--- config.mk ---
export PLATFORM = sky130hd
export DESIGN_NAME = dec_sb
export DESIGN_NICKNAME = d
export VERILOG_FILES = /design/src/rtl/dec_sb.sv
export SDC_FILE = /design/constraint.sdc
export NUM_CORES = 2
export LEC_CHECK = 0
export ABC_CLOCK_PERIOD_IN_PS = 3450
export BUFFER_PORTS_ARGS = -buffer_cell sky130_fd_sc_hd__buf_2
export CAP_MARGIN = 5
export CORE_ASPECT_RATIO = 1.25
export CORE_UTILIZATION = 30
export CTS_BUF_LIST = sky130_fd_sc_hd__clkbuf_8
export CTS_CLUSTER_SIZE = 8
export DETAILED_ROUTE_END_ITERATION = 8
export GPL_TIMING_DRIVEN = 0
export PLACE_DENSITY_LB_ADDON = 0.2
export SYNTH_ARGS = -nofsm -noshare
export SYNTH_HDL_FRONTEND = slang
export SYNTH_SLANG_ARGS = --single-unit
--- constraint.sdc ---
create_clock -name clk -period 3.45 [get_ports clk]
set_clock_uncertainty 0.05 [all_clocks]
set_input_delay 0.69 -clock clk [delete_from_list [all_inputs] [get_ports clk]]
set_output_delay 0.69 -clock clk [all_outputs]
set_load 0.01 [all_outputs]
--- src/rtl/dec_sb.sv ---
`default_nettype none
// +----------------------------------------------------------------------------+
// | dec_sb: RV32I decode stage with register file, writeback bypass and        |
// |         in-order destination scoreboard (RAW stall, valid/ready both sides) |
// | Optional feature macro: DEC_WB_BYPASS_EN  (same-cycle writeback forwarding) |
// | Revision: 1.0                                                               |
// +----------------------------------------------------------------------------+
module dec_sb #(
  parameter int XLEN     = 32,
  parameter int SB_DEPTH = 2
) (
  input  logic            clk,
  input  logic            rst_n,
  input  logic            in_valid,
  output logic            in_ready,
  input  logic [31:0]     in_instr,
  input  logic [XLEN-1:0] in_pc,
  input  logic            flush_i,
  input  logic            wb_valid,
  input  logic [4:0]      wb_rd,
  input  logic [XLEN-1:0] wb_data,
  output logic            out_valid,
  input  logic            out_ready,
  output logic [10:0]     out_opcode,
  output logic [XLEN-1:0] out_rs1_val,
  output logic [XLEN-1:0] out_rs2_val,
  output logic [XLEN-1:0] out_imm,
  output logic [4:0]      out_rd,
  output logic [XLEN-1:0] out_pc,
  output logic [4:0]      out_shamt,
  output logic            sb_full
);

`ifdef DEC_WB_BYPASS_EN
  localparam bit BYPASS = 1'b1;
`else
  localparam bit BYPASS = 1'b0;
`endif

  localparam int CW = $clog2(SB_DEPTH + 1);

  localparam logic [6:0] OP_LUI    = 7'b0110111;
  localparam logic [6:0] OP_AUIPC  = 7'b0010111;
  localparam logic [6:0] OP_JAL    = 7'b1101111;
  localparam logic [6:0] OP_JALR   = 7'b1100111;
  localparam logic [6:0] OP_BRANCH = 7'b1100011;
  localparam logic [6:0] OP_LOAD   = 7'b0000011;
  localparam logic [6:0] OP_STORE  = 7'b0100011;
  localparam logic [6:0] OP_IMM    = 7'b0010011;
  localparam logic [6:0] OP_REG    = 7'b0110011;

  logic [6:0]      opc;
  logic [2:0]      funct3;
  logic [XLEN-1:0] imm_i, imm_s, imm_b, imm_j, imm_u;

  assign opc    = in_instr[6:0];
  assign funct3 = in_instr[14:12];
  assign imm_i  = XLEN'($signed(in_instr[31:20]));
  assign imm_s  = XLEN'($signed({in_instr[31:25], in_instr[11:7]}));
  assign imm_b  = XLEN'($signed({in_instr[31], in_instr[7], in_instr[30:25],
                                 in_instr[11:8], 1'b0}));
  assign imm_j  = XLEN'($signed({in_instr[31], in_instr[19:12], in_instr[20],
                                 in_instr[30:21], 1'b0}));
  assign imm_u  = XLEN'($signed({in_instr[31:12], 12'b0}));

  logic [4:0]      dec_rd, dec_shamt;
  logic            use_rs1, use_rs2;
  logic [XLEN-1:0] dec_imm;
  logic [4:0]      rs1, rs2;

  always_comb begin
    dec_rd    = 5'd0;
    dec_shamt = 5'd0;
    use_rs1   = 1'b0;
    use_rs2   = 1'b0;
    dec_imm   = '0;
    case (opc)
      OP_LUI, OP_AUIPC: begin
        dec_rd  = in_instr[11:7];
        dec_imm = imm_u;
      end
      OP_JAL: begin
        dec_rd  = in_instr[11:7];
        dec_imm = imm_j;
      end
      OP_JALR, OP_LOAD: begin
        dec_rd  = in_instr[11:7];
        use_rs1 = 1'b1;
        dec_imm = imm_i;
      end
      OP_IMM: begin
        dec_rd  = in_instr[11:7];
        use_rs1 = 1'b1;
        // SLLI/SRLI/SRAI carry the shift amount separately, not as an immediate
        if (funct3 == 3'b001 || funct3 == 3'b101) begin
          dec_shamt = in_instr[24:20];
        end else begin
          dec_imm = imm_i;
        end
      end
      OP_STORE: begin
        use_rs1 = 1'b1;
        use_rs2 = 1'b1;
        dec_imm = imm_s;
      end
      OP_BRANCH: begin
        use_rs1 = 1'b1;
        use_rs2 = 1'b1;
        dec_imm = imm_b;
      end
      OP_REG: begin
        dec_rd  = in_instr[11:7];
        use_rs1 = 1'b1;
        use_rs2 = 1'b1;
      end
      default: begin
      end
    endcase
  end

  assign rs1 = use_rs1 ? in_instr[19:15] : 5'd0;
  assign rs2 = use_rs2 ? in_instr[24:20] : 5'd0;

  // Register file; entry 0 is never written so it reads as zero
  logic [XLEN-1:0] rf_q [32];

  always_ff @(posedge clk or negedge rst_n) begin
    if (!rst_n) begin
      for (int i = 0; i < 32; i++) rf_q[i] <= '0;
    end else if (wb_valid && wb_rd != 5'd0) begin
      rf_q[wb_rd] <= wb_data;
    end
  end

  logic [XLEN-1:0] rs1_val, rs2_val;

  always_comb begin
    rs1_val = rf_q[rs1];
    rs2_val = rf_q[rs2];
    if (BYPASS && wb_valid && wb_rd == rs1 && rs1 != 5'd0) rs1_val = wb_data;
    if (BYPASS && wb_valid && wb_rd == rs2 && rs2 != 5'd0) rs2_val = wb_data;
  end

  // Scoreboard kept compacted: entry 0 is always the oldest in-flight rd
  logic [4:0]    sb_q [SB_DEPTH];
  logic [4:0]    sb_d [SB_DEPTH];
  logic [CW-1:0] sb_cnt_q, sb_cnt_d;
  logic          pop, raw, full_haz, hazard, issue;
  logic [CW-1:0] cnt_eff;

  logic            out_valid_q;
  logic [10:0]     out_opcode_q;
  logic [XLEN-1:0] out_rs1_q, out_rs2_q, out_imm_q, out_pc_q;
  logic [4:0]      out_rd_q, out_shamt_q;

  assign pop = wb_valid && (sb_cnt_q != '0);

  always_comb begin
    raw = 1'b0;
    for (int i = 0; i < SB_DEPTH; i++) begin
      if (CW'(i) < sb_cnt_q && !(BYPASS && pop && i == 0)) begin
        if ((rs1 != 5'd0 && sb_q[i] == rs1) || (rs2 != 5'd0 && sb_q[i] == rs2)) begin
          raw = 1'b1;
        end
      end
    end
  end

  assign cnt_eff  = sb_cnt_q - CW'(BYPASS && pop);
  assign full_haz = (cnt_eff == CW'(SB_DEPTH)) && (dec_rd != 5'd0);
  assign hazard   = raw | full_haz;
  assign issue    = in_valid & ~hazard & ~flush_i & (~out_valid_q | out_ready);
  assign in_ready = issue | ~in_valid;

  always_comb begin
    sb_d     = sb_q;
    sb_cnt_d = sb_cnt_q;
    if (pop) begin
      for (int i = 0; i < SB_DEPTH - 1; i++) sb_d[i] = sb_q[i + 1];
      sb_cnt_d = sb_cnt_d - CW'(1);
    end
    // A squashed instruction owns the youngest entry unless it already retired
    if (flush_i && out_valid_q && out_rd_q != 5'd0 && sb_cnt_d != '0) begin
      sb_cnt_d = sb_cnt_d - CW'(1);
    end
    if (issue && dec_rd != 5'd0) begin
      for (int i = 0; i < SB_DEPTH; i++) begin
        if (CW'(i) == sb_cnt_d) sb_d[i] = dec_rd;
      end
      sb_cnt_d = sb_cnt_d + CW'(1);
    end
  end

  always_ff @(posedge clk or negedge rst_n) begin
    if (!rst_n) begin
      for (int i = 0; i < SB_DEPTH; i++) sb_q[i] <= 5'd0;
      sb_cnt_q <= '0;
    end else begin
      sb_q     <= sb_d;
      sb_cnt_q <= sb_cnt_d;
    end
  end

  assign sb_full = (sb_cnt_q == CW'(SB_DEPTH));

  always_ff @(posedge clk or negedge rst_n) begin
    if (!rst_n) begin
      out_valid_q  <= 1'b0;
      out_opcode_q <= 11'd0;
      out_rs1_q    <= '0;
      out_rs2_q    <= '0;
      out_imm_q    <= '0;
      out_rd_q     <= 5'd0;
      out_pc_q     <= '0;
      out_shamt_q  <= 5'd0;
    end else if (issue) begin
      out_valid_q  <= 1'b1;
      out_opcode_q <= {(in_instr[31:25] != 7'd0), funct3, opc};
      out_rs1_q    <= rs1_val;
      out_rs2_q    <= rs2_val;
      out_imm_q    <= dec_imm;
      out_rd_q     <= dec_rd;
      out_pc_q     <= in_pc;
      out_shamt_q  <= dec_shamt;
    end else if (out_ready || flush_i) begin
      out_valid_q  <= 1'b0;
    end
  end

  assign out_valid   = out_valid_q;
  assign out_opcode  = out_opcode_q;
  assign out_rs1_val = out_rs1_q;
  assign out_rs2_val = out_rs2_q;
  assign out_imm     = out_imm_q;
  assign out_rd      = out_rd_q;
  assign out_pc      = out_pc_q;
  assign out_shamt   = out_shamt_q;

endmodule
`default_nettype wire

======== After elaboration in Yosys (flattened, before gate mapping) ========
Index checks and enable logic that the tools add are counted.
storage, ports and cells
  output and inout bits ................... 152
  flip-flop bits (word level) ............. 1186
cells by class
  mux-type cells .......................... 31
  bitwise operators ....................... 13
  magnitude comparators ................... 6
  add/subtract/negate cells ............... 3
  equal/unequal tests ..................... 17
  reductions and logical operators ........ 32
operator list
  operator                                                   number
  bitwise mux 1024 bit                                       1
  binary-select mux 32 bit (select 5 bit)                    2
  2-to-1 mux 32 bit                                          6
  one-hot mux 32 bit (6 select lines)                        1
  demux 32 bit (select 5 bit)                                1
  2-to-1 mux 5 bit                                           8
  nonzero test 5 bit                                         5
  equality test 7 x 6 -> 1 bit (second input constant)       3
  equality test 7 bit (second input constant)                3
  equality test 5 bit                                        4
  greater-or-equal comparator 6 bit (second input constant)  3
  inverter 5 -> 6 bit                                        3
  equality test 7 x 5 -> 1 bit (second input constant)       2
  logical AND 1 bit                                          12
  2-to-1 mux 10 bit                                          1
  2-to-1 mux 1 bit                                           8
  equality test 7 x 2 -> 1 bit (second input constant)       1
  nonzero test 7 bit                                         1
  OR reduction 7 bit                                         1
  < comparator 6 x 1 -> 1 bit (second input constant)        1
  2-to-1 mux 2 bit                                           3
  nonzero test 2 bit                                         3
  OR reduction 6 bit                                         1
  logical OR 1 bit                                           4
  14 further kinds                                           24

======== Logic depth before layout (Yosys ltp) ========
  depth in word-level cells ............... 18
  gate-level depth with buffers ........... 15

======== Worst setup path after synthesis ========
OpenSTA, ideal clock, no wires.
  kind .................................... input to output
  from .................................... in in_instr[6]
  to ...................................... out in_ready
  data arrival time ....................... 2.663 ns
  stages on the path ...................... 10
  path buffers ............................ 4
  data required time ...................... 2.710 ns
  path slack .............................. 0.047 ns
  cell sequence ........................... buf_2 > nand2_1 > nand4_4 > a221o_1 > o31a_1 > nand4_2 > buf_4 > buf_4 > buf_2 > nand2_1
on the way
  word-level cells in the longest chain between the ends .. 17
  elaborated cells between the ends (all ways) .. 41
  classes of those cells .................. eq/ne (13); mux (9); bitwise (6); reduce/logical (13)
ends and longest elaborated chain
  element                                                                           line      source
  start, declared                                                                   16        input logic [31:0] in_instr,
  equality test 7 x 5 -> 1 bit, or another cell as far along                        77        case (opc)
  OR reduction 6 bit (no source line) / OR reduction 3 bit (equally long branches)  --
  2-to-1 mux 1 bit                                                                  77
  2-to-1 mux 5 bit, on equally long branches                                        121, 122
  equality test 5 bit / nonzero test 5 bit (equally long branches)                  162       if ((rs1 != 5'd0 && sb_q[i] == rs1) || (rs2 != 5'd0 && sb_q[i] == rs2)) begin
  logical AND 1 bit                                                                 162
  logical OR 1 bit                                                                  162
  2-to-1 mux 1 bit                                                                  162
  2-to-1 mux 1 bit                                                                  161       if (CW'(i) < sb_cnt_q && !(BYPASS && pop && i == 0)) begin
  2-to-1 mux 1 bit                                                                  162
  2-to-1 mux 1 bit                                                                  161
  OR 1 bit *                                                                        171       assign hazard = raw | full_haz;
  inverter 1 bit *                                                                  172       assign issue = in_valid & ~hazard & ~flush_i & (~out_valid_q | out_ready);
  bitwise AND 1 bit * (3 in series)                                                 172
  OR 1 bit *                                                                        173       assign in_ready = issue | ~in_valid;
  end, declared                                                                     15        output logic in_ready,
Mark *: on every way between the ends. The rest lies on a longest branch, timed or not.

======== Final worst setup path ========
  from .................................... in in_instr[23]
  to ...................................... reg out_rs2_q[23], in the netlist out_rs2_val[23]
on the way
  word-level cells in the longest chain between the ends .. 13
  elaborated cells between the ends (all ways) .. 21
  classes of those cells .................. eq/ne (2); mux (8); bitwise (6); reduce/logical (5)
ends and longest elaborated chain
  element                                                           line  source
  2-to-1 mux 5 bit *                                                122   assign rs2 = use_rs2 ? in_instr[24:20] : 5'd0;
  equality test 5 bit / nonzero test 5 bit (equally long branches)  162
  logical AND 1 bit                                                 162
  logical OR 1 bit                                                  162
  2-to-1 mux 1 bit                                                  162
  2-to-1 mux 1 bit                                                  161
  2-to-1 mux 1 bit                                                  162
  2-to-1 mux 1 bit                                                  161
  OR 1 bit                                                          171
  inverter 1 bit                                                    172
  bitwise AND 1 bit (3 in series)                                   172
  end signal, assigned                                              220   out_rs2_q <= rs2_val;
  end, declared                                                     153   logic [XLEN-1:0] out_rs1_q, out_rs2_q, out_imm_q, out_pc_q;
Mark *: on every way between the ends. The rest lies on a longest branch, timed or not. The select of a mux whose other input is x is not followed.
A chain may end at the register's enable or synchronous reset.

==> metrics.txt <==
Synth Flop Type dfrtp_1; drt wl/cell 46.5 um; Cells on Worst Hold Path 3; die area 211,000 um2; final WL 440,000 um; register area share after synthesis 47.3%; Die Ht 513 um; final core utilization 36.4%; cts bufs inserted 208; Synth warnings 0; root buffer cell clkbuf_8; Slew Limit Fails 46; Slew headroom -5.95%; failing checks DRC, capacitance limit, slew limit, setup timing; DRT antenna net count 0; Sum Neg Setup Slack -9.53 ns; worst slew pin tran 1.58 ns; DRC 1; beginning of the worst hold path in_instr[23]; distinct cell type count after synthesis 77; ratio of cells with drive above 1 in the final layout 32.1%; Worst R2R Start sb_q[8]$_DFF_PN0_; Final WS setup -0.417 ns; pwr/cell area 540 nW/um2; Final HPWL DP 318,000 um; final setup fails 54; fin nets 6,613; LEAKAGE 32.2 nW; vias in the first global route 56,600; largest net degree at the start of global routing 153; Cells after Synth 5,862; Initial Utilization 30.2%; Clock Latency Late Sink 1.08 ns; Post-synth EDFFs 0; status complete, but fails checks; Fillers 21,100; Fin Hold WS 0.0730 ns; FF+latch count, synth 1,186; Die W 411 um; vias per cell 6.38; H-tree lvl count 4; MaxCap Viol Count 7; initial antenna violation count 48; asr flop ratio synth 100%; syn avg cell area 10.7 um2; Worst Reg-to-Reg Cells 10; Placeable Area 208,000 um2; synthesized area 62,800 um2; clock-pin slew on the worst setup and hold paths 0.06 ns; CP Class in2reg; FF-to-FF End out_rs2_val[14]$_DFFE_PN0P_; routability congestion estimate from global placement 1.08; unrepaired setup endpoints after global routing yes; Worst EP arrival 4.81 ns; Initial DRT Pass Iterations 9; Max IR drop VDD 0.336 mV; CTS tree yes; Congestion Overflow GR 0; gr usage total 40.8%; Crit. End Element register; min Tclk post-route 3.87 ns; Tcrit/Tclk final 112%; Ports 259; Fin. Hold Viols 0; endpoint of the worst hold path out_imm[23]$_DFFE_PN0P_; critical path startpoint category primary input; Hold Crit Class in2reg; Critical Path RT 4.39 ns; Synth Net Count 5,975; P&R area growth vs syn 20.4%; Max Freq 0.259 GHz; flop2flop setup slack 0 ns; Clock Tree Buf Depth 3; Crit Path Max Fanout 10; I/O Buffers 251; first-pass GRT wire length 564,000 um; clk sink count 1,186; Site Rows 187; Via Count 60,300; worst setup path startpoint in_instr[23]; initial drt markers 9,262
==> report_power, final <==
group | internal (W) | switching [W]
Clock | 0.00752 | 0.00697
Sequential | 0.0164 | 0.00243
Combinational | 0.00340 | 0.00411
==> repair_timing <==
| action | in CTS | in global routing |
|---|---|---|
| gates cloned | 0 | 0 |
| pin swaps | 13 | 10 |
| setup buffers | 23 | 12 |
| hold buffers | 88 | 0 |
| resized for setup | 259 | 108 |
| endpoints found under the hold margin | 370 | 0 |
| endpoints found under the setup margin | 86 | 65 |
==> critical path, cell delays in order <==
cell and delay, ns:
buf_2 0.30, and2_1 0.19, clkbuf_1 0.56, nand4_1 0.44, clkbuf_2 0.44, clkbuf_4 0.45, o221ai_4 0.60, o22ai_1 0.20
a21oi_2 0.60, a32o_1 0.26
==> per-stage QoR <==
stage	setup slack (ns)	std cells	area, um2	total power [W]
3_5_place_dp	-2.62	8910	68700	0.0259
6_report	-0.417	9445	75600	0.0408
5_1_grt	-0.294	9417	75500	0.0420
2_1_floorplan	0.0469	5862	62800	0.0224
3_3_place_gp	-26.73	8853	67400	0.0256
4_1_cts	-0.324	9393	75100	0.0404
==> synthesized netlist by cell type (22+ instances only) <==
master,number,area [um2]
o21ai_0,267,1340
a21oi_1,254,1270
a211oi_1,84,631
nor2_1,114,428
nor2b_1,63,394
buf_1,90,338
a22oi_1,34,255
o211ai_1,44,330
clkbuf_1,397,1490
nand3_1,150,751
a221oi_1,33,289
o31ai_1,41,308
nand2_1,797,2990
dfrtp_1,1186,29700
mux2_1,41,462
mux2_2,1036,11700
mux2i_1,391,3910
o221ai_1,184,1610
o22ai_1,124,776
a32oi_1,28,245
a31oi_1,84,526
nor3_1,30,150
nand4b_1,22,193
buf_2,95,475
==> cell usage in the layout, fill, tap and decap left out, types with 22 or more instances in the layout <==
master and instances:
a21oi_2 27, o211ai_1 44, diode_2 38, o21ai_0 258, a21oi_1 226, clkbuf_4 46
o22ai_1 123, nor2b_1 62, a211oi_1 76, clkbuf_8 271, a221oi_1 32, a22oi_1 28
buf_2 339, nand4b_1 22, o31ai_1 41, a31oi_1 79, clkbuf_2 110, nand2_1 793
mux2_1 41, dlygate4sd3_1 88, a32oi_1 28, nand3_1 146, mux2i_1 391, buf_8 32
clkbuf_1 243, dfrtp_1 1186, buf_4 74, nor3_1 26, buf_1 53, clkinv_2 29
inv_1 75, mux2_2 1036, nor2_1 108, o221ai_1 163
==> logic make-up after synthesis <==
logic type	share of synthesized area, %
adders and majority gates	0.120
AOI/OAI and AO/OA	13.9
xor gates and xnor gates	0.181
DFF	47.3
and+or+nand+nor	8.90
muxes	25.6
buffers and inverters	4.07
==> final cells by class <==
class / count / area, um2 / share of cell area [%]
clock inverters: 106 / 719 / 0.952
flip-flops and latches: 1186 / 29700 / 39.3
repair buffers: 435 / 3610 / 4.77
clock buffers: 271 / 3730 / 4.94
well taps: 2740 / 3430 / 4.54
diodes: 38 / 95.1 / 0.126
multi-input cells: 4052 / 31300 / 41.4
plain buffers: 597 / 2940 / 3.89
inverters: 20 / 75.1 / 0.0994
==> state kept, by name (all words and copies together) (netlist names) <==
name,flops
out_rs2_val,32
sb_cnt_q,2
out_shamt,5
out_opcode,11
out_valid,1
sb_q,10
out_pc,32
out_rs1_val,32
rf_q,1024
out_imm,32
out_rd,5
==> worst max-delay path by stage <==
stage                                              to  slack, ns  cells after the start
after detailed placement  out_rs2_val[16]$_DFFE_PN0P_      -2.62                     11
after global placement          rf_q[107]$_DFFE_PN0P_     -26.73                      1
final                     out_rs2_val[23]$_DFFE_PN0P_      -0.42                     10
after floorplan                              in_ready       0.05                     10
after global routing                         in_ready      -0.29                      8
after CTS                                    in_ready      -0.32                     10
==> metal layers <==
metal | wire, um | part of all wire (%) | GRT usage (%)
met1 | 161000 | 37 | 48.4
met2 | 180000 | 41 | 57.4
met3 | 56300 | 13 | 17.3
met4 | 41700 | 9.5 | 32.2
met5 | 564 | 0.13 | 0.897
Power figures use the tool's default switching activity.
